===== config.mk =====
export PLATFORM = sky130hd
export DESIGN_NAME = harvard_bus_sequencer
export DESIGN_NICKNAME = d
export VERILOG_FILES = /design/src/rtl/harvard_bus_sequencer.sv
export SDC_FILE = /design/constraint.sdc
export NUM_CORES = 1
export LEC_CHECK = 0
export BUFFER_PORTS_ARGS = -buffer_cell sky130_fd_sc_hd__buf_4
export CAP_MARGIN = 0
export CORE_AREA = 3 3 103 105
export DETAILED_ROUTE_END_ITERATION = 6
export DIE_AREA = 0 0 106 108
export PLACE_DENSITY = 0.85
export SYNTH_ARGS = -nofsm -noshare
export SYNTH_HDL_FRONTEND = slang
export SYNTH_SLANG_ARGS = --single-unit

===== constraint.sdc =====
create_clock -name clk -period 5.2 [get_ports clk]
set_clock_uncertainty 0.2 [all_clocks]
set_input_delay 0.26 -clock clk [delete_from_list [all_inputs] [get_ports clk]]
set_output_delay 0.26 -clock clk [all_outputs]
set_load 0.1 [all_outputs]

===== src/rtl/harvard_bus_sequencer.sv =====
`timescale 1ns/1ps
`default_nettype none
// ============================================================================
// Module      : harvard_bus_sequencer
// Description : Multicycle sequencer sharing one Avalon-style memory bus
//               between a single-cycle datapath's instruction and data ports.
//               Fetches an instruction, performs the optional load/store,
//               then issues exactly one datapath commit pulse. Detects the
//               halt address and bus wait timeouts.
// Revision    : 1.0 - initial release
// ============================================================================
module harvard_bus_sequencer #(
    parameter logic [31:0] HALT_ADDR  = 32'h0000_0000,
    parameter int          WAIT_LIMIT = 1023,
    parameter int          CNT_W      = 10
) (
    input  logic        clk,
    input  logic        reset,
    input  logic        clk_enable,
    input  logic [31:0] instr_address,
    output logic [31:0] instr_readdata,
    input  logic [31:0] data_address,
    input  logic [31:0] data_writedata,
    input  logic        data_read,
    input  logic        data_write,
    output logic [31:0] data_readdata,
    output logic        datapath_enable,
    output logic        active,
    output logic        bus_error,
    output logic [31:0] address,
    output logic        read,
    output logic        write,
    output logic [31:0] writedata,
    output logic [3:0]  byteenable,
    input  logic [31:0] readdata,
    input  logic        waitrequest
);

    // Counter value on the last tolerated stall cycle; the next stall edge trips the timeout.
    localparam logic [CNT_W-1:0] C_WAIT_LAST = CNT_W'(WAIT_LIMIT - 1);

    typedef enum logic [1:0] {
        FETCH       = 2'd0,
        EXEC        = 2'd1,
        LOAD_COMMIT = 2'd2,
        HALTED      = 2'd3
    } state_t;

    state_t             state_q, state_d;
    logic [CNT_W-1:0]   wait_cnt_q, wait_cnt_d;
    logic [31:0]        instr_q, instr_d;
    logic [31:0]        ldata_q, ldata_d;
    logic               active_q, active_d;
    logic               error_q, error_d;

    logic               rd_req;
    logic               wr_req;
    logic [31:0]        bus_addr;
    logic [31:0]        bus_wdata;
    logic               stall;
    logic               commit;

    // Bus request decode: strobe, address and write data depend only on state and datapath inputs.
    always_comb begin
        rd_req    = 1'b0;
        wr_req    = 1'b0;
        bus_addr  = '0;
        bus_wdata = '0;
        case (state_q)
            FETCH: begin
                if (instr_address != HALT_ADDR) begin
                    rd_req   = 1'b1;
                    bus_addr = instr_address;
                end
            end
            EXEC: begin
                // A decoder asserting both load and store is handled as a store.
                if (data_write) begin
                    wr_req    = 1'b1;
                    bus_addr  = data_address;
                    bus_wdata = data_writedata;
                end else if (data_read) begin
                    rd_req   = 1'b1;
                    bus_addr = data_address;
                end
            end
            default: ;
        endcase
    end

    assign stall = (rd_req | wr_req) & waitrequest;

    // Next-state, latch and commit logic; a stalled cycle only advances the timeout counter.
    always_comb begin
        state_d    = state_q;
        wait_cnt_d = wait_cnt_q;
        instr_d    = instr_q;
        ldata_d    = ldata_q;
        active_d   = active_q;
        error_d    = error_q;
        commit     = 1'b0;
        if (stall) begin
            if (wait_cnt_q == C_WAIT_LAST) begin
                state_d    = HALTED;
                error_d    = 1'b1;
                active_d   = 1'b0;
                wait_cnt_d = '0;
            end else begin
                wait_cnt_d = wait_cnt_q + CNT_W'(1);
            end
        end else begin
            wait_cnt_d = '0;
            case (state_q)
                FETCH: begin
                    if (instr_address == HALT_ADDR) begin
                        state_d  = HALTED;
                        active_d = 1'b0;
                    end else begin
                        instr_d = readdata;
                        state_d = EXEC;
                    end
                end
                EXEC: begin
                    if (rd_req) begin
                        ldata_d = readdata;
                        state_d = LOAD_COMMIT;
                    end else begin
                        // ALU op, or a store whose transfer completes this cycle.
                        commit  = 1'b1;
                        state_d = FETCH;
                    end
                end
                LOAD_COMMIT: begin
                    commit  = 1'b1;
                    state_d = FETCH;
                end
                default: ;
            endcase
        end
    end

    // State and latch registers; everything freezes while clk_enable is low.
    always_ff @(posedge clk) begin
        if (reset) begin
            state_q    <= FETCH;
            wait_cnt_q <= '0;
            instr_q    <= '0;
            ldata_q    <= '0;
            active_q   <= 1'b1;
            error_q    <= 1'b0;
        end else if (clk_enable) begin
            state_q    <= state_d;
            wait_cnt_q <= wait_cnt_d;
            instr_q    <= instr_d;
            ldata_q    <= ldata_d;
            active_q   <= active_d;
            error_q    <= error_d;
        end
    end

    // Strobes stay up while clk_enable is low so an Avalon transfer is never withdrawn;
    // reset abandons any pending access.
    assign read            = rd_req & ~reset;
    assign write           = wr_req & ~reset;
    assign address         = reset ? 32'h0 : bus_addr;
    assign writedata       = reset ? 32'h0 : bus_wdata;
    assign byteenable      = 4'b1111;
    assign datapath_enable = commit & clk_enable & ~reset;
    assign instr_readdata  = instr_q;
    assign data_readdata   = ldata_q;
    assign active          = active_q;
    assign bus_error       = error_q;

endmodule
`default_nettype wire


==> summary.md <==
| Metric | Value |
|---|---|
| Yosys warns | 0 |
| Post-Syn Instances | 476 |
| # clock sinks | 78 |
| Setup TNS | 0 ps |
| Final std cells w/o fill | 891 |
| Data required time of the critical path | 4740 ps |
| Final setup viols | 0 |
| DRT Pass-1 Iters | 5 |
| Fill cells | 799 |
| RR Endpoint | wait_cnt_q[0] |
| Area occupied by registers | approximately 1600 um2 |
| Slew @ Worst Pin | 1250 ps |
| Sequential cell area fraction in the yosys report | 0.410 |
| CTS max path bufs | 2 |
| Global placement routability congestion | 0.917 |
| Area of the multi-input gates | 2040 um2 |
| Num rows | 36 |
| Overflow after GRT | 0 |
| # DRC | 0 |
| Layout area overhead | 67.0% |
| IO buf count | 266 |
| First-pass GRT wire length | ~22,000 um |
| Fin nets | 894 |
| Crit path time final | 3260 ps |
| Vias per inst | 5.00 |
| CTS tree | built |
| Worst Hold Slack | 72.4 ps |
| Die Width | approximately 110 um |
| Leakage | between 3 and 4 nW |
| Critical-path cell list | inv_1 > ha_1 > o21a_1 > a22oi_1 > nor2_1 > buf_4 |
| Critical Path Fanout Max | 38 |
| Detailed Place HPWL | 10,100 um |
| Synthesized flop and latch total | between 70 and 80 |
| Reg2reg start | state_q[1] |
| Beginning of the critical path | state_q[1] |
| Vias | 4,457 |
| Main synth FF type | dfxtp_1 |
| Post-synth ARST share | 0 |
| Number of H-tree levels | 3 |
| DP Cell Count | 844 |
| Reg clk slew, reported paths | 70 ps |
| Worst VDD drop | 0.000162 V |
| Final Hold Viols | 0 |
| DR iter-0 viols | 232 |
| Initial antenna violation count | 0 |
| Max cap viols | 0 |
| Critical Path Max Stage Delay | between 1000 and 1500 ps |
| Die area | 11,400 um2 |
| Worst hold path class | primary input to flip-flop |
| R2r setup slk | 2060 ps |
| CP max stage cell | o21a_1 |
| Routed Wire Length | 14,100 um |
| Largest net degree at the start of global routing | between 70 and 80 |
| DR WL/cell | 15.8 um |
| Vias in the first global route | 4,431 |
| Rel. slew slack | 0.168 |
| Final Core Density | 0.654 |
| Effective utilization at floorplan | 0.391 |
| Reg2reg path depth | 6 |
| Commonest cells after routing, fill and taps aside | 271 x buf_4, 78 x nand2_1, 78 x dfxtp_1 |
| Layout cells sized above 1 | 0.384 |
| Final clock period utilization by the worst path | 0.626 |
| I/O Pins | 271 |
| CP startpoint kind | flip-flop |
| Crit. End Element | primary output |
| Status | complete, no violations |
| Fmax | 307 MHz |
| Core box area | between 9000 and 10,000 um2 |
| CP Data Arrival Time | 2800 ps |
| Pwr dens | 300 nW/um2 |
| Most common cell after layout, fill and taps aside | buf_4 |
| Distinct cell type count after synthesis | roughly 40 |
| Final Max Slew Viols | 0 |
| ANT cells | 0 |
| Synthesized area | 3810 um2 |
| Clk_lat worst skew | 330 ps |
| CP endpoint | address[4] |
| Num CTS Buffers | 9 |
| Mean Syn Cell Area | roughly 8.0 um2 |
| Unrepaired setup endpoints after global routing | false |
| Total track usage | 0.234 |
| Root Buffer | clkbuf_8 |
| Post-route ant nets | 0 |
| Die Y | 108 um |
| Crit path kind | flip-flop to primary output |
| Post-synth EDFFs | 0 |
==> timing repair <==
action	CTS	global route
buffers inserted	0	0
hold buffers	32	0
hold endpoints to repair	64	0
resized for setup	0	0
==> cells in the mapped netlist (3+ instances only) <==
cell      number  area (um2)
dfxtp_1       78        1560
nand2_1       78         293
nor2_1        77         289
a21oi_1       39         195
a22oi_1       32         240
and2_1        32         200
mux2i_1       32         320
clkbuf_1      24        90.1
nor4_1         9        56.3
buf_4          7        52.6
ha_1           6        75.1
inv_1          6        22.5
o21ai_0        6        30.0
buf_1          4        15.0
xor2_1         4        35.0
a21o_1         3        22.5
buf_6          3        33.8
nand3_1        3        15.0
nand4_1        3        18.8
nor3_1         3        15.0
==> worst max-delay path, delay by kind of cell, from the launching register on <==
kind	cells	cell delay [ps]
AOI/OAI and AO/OA	2	1180
adders and majority gates	1	320
buffers and inverters	2	420
DFF	1	350
and+or+nand+nor	1	200
==> worst min-delay path by stage <==
stage | startpoint | slack [ps] | to | depth (start not counted)
floorplan | readdata[10] | 200 | instr_readdata[10] | 2
CTS | clk_enable | 50 | wait_cnt_q[0] | 2
global placement | bus_error | 240 | bus_error | 2
finish | clk_enable | 70 | wait_cnt_q[0] | 2
global route | clk_enable | 80 | wait_cnt_q[0] | 2
detailed placement | instr_readdata[4] | 250 | instr_readdata[4] | 2
==> sequential cells by signal, summed over array words and instances, names as in the netlist <==
register        cells
instr_readdata     32
data_readdata      32
bus_error           1
state_q             2
active              1
wait_cnt_q         10
==> layout make-up <==
class,count,share of cell area
Timing Repair Buffer,303,0.370
Multi-Input combinational cell,356,0.321
Sequential cell,78,0.246
Tap cell,133,0.0262
Clock buffer,9,0.0195
Clock inverter,6,0.0138
Inverter,6,0.00354
==> power by group <==
part | switching, mW | internal (mW)
combinational | 0.583 | 0.212
clock | 0.211 | 0.266
sequential | 0.0142 | 0.619
total | 0.808 | 1.10
==> kinds of logic (layout without fill, tap and decap cells) <==
group	count (synthesis)	after routing	share of synthesized area
AOI/OAI and AO/OA	92	92	0.160
xor gates and xnor gates	5	5	0.0115
DFF	78	78	0.410
adders and majority gates	6	6	0.0197
buffers and inverters	45	324	0.0575
other	1	4	0.000985
muxes	32	32	0.0841
and+or+nand+nor	217	217	0.256
==> metal layers <==
metal | GRT usage | wire [um] | vias up
met4 | 0.0685 | 335 | 0
met5 | 0 | 0 | -
li1 | - | - | 2161
met1 | 0.275 | 5630 | 2055
met3 | 0.0621 | 1000 | 34
met2 | 0.419 | 7090 | 207
==> metrics by stage <==
step / setup WS (ps) / instance area, um2 / total power [mW]
after global routing: 1720 / 6360 / 1.98
after floorplan: 1150 / 3820 / 1.22
after global placement: 2220 / 5830 / 1.41
after detailed placement: 2060 / 5830 / 1.42
after CTS: 1970 / 6360 / 1.92
final: 1940 / 6360 / 1.90
(Power assumes the default switching activity.)
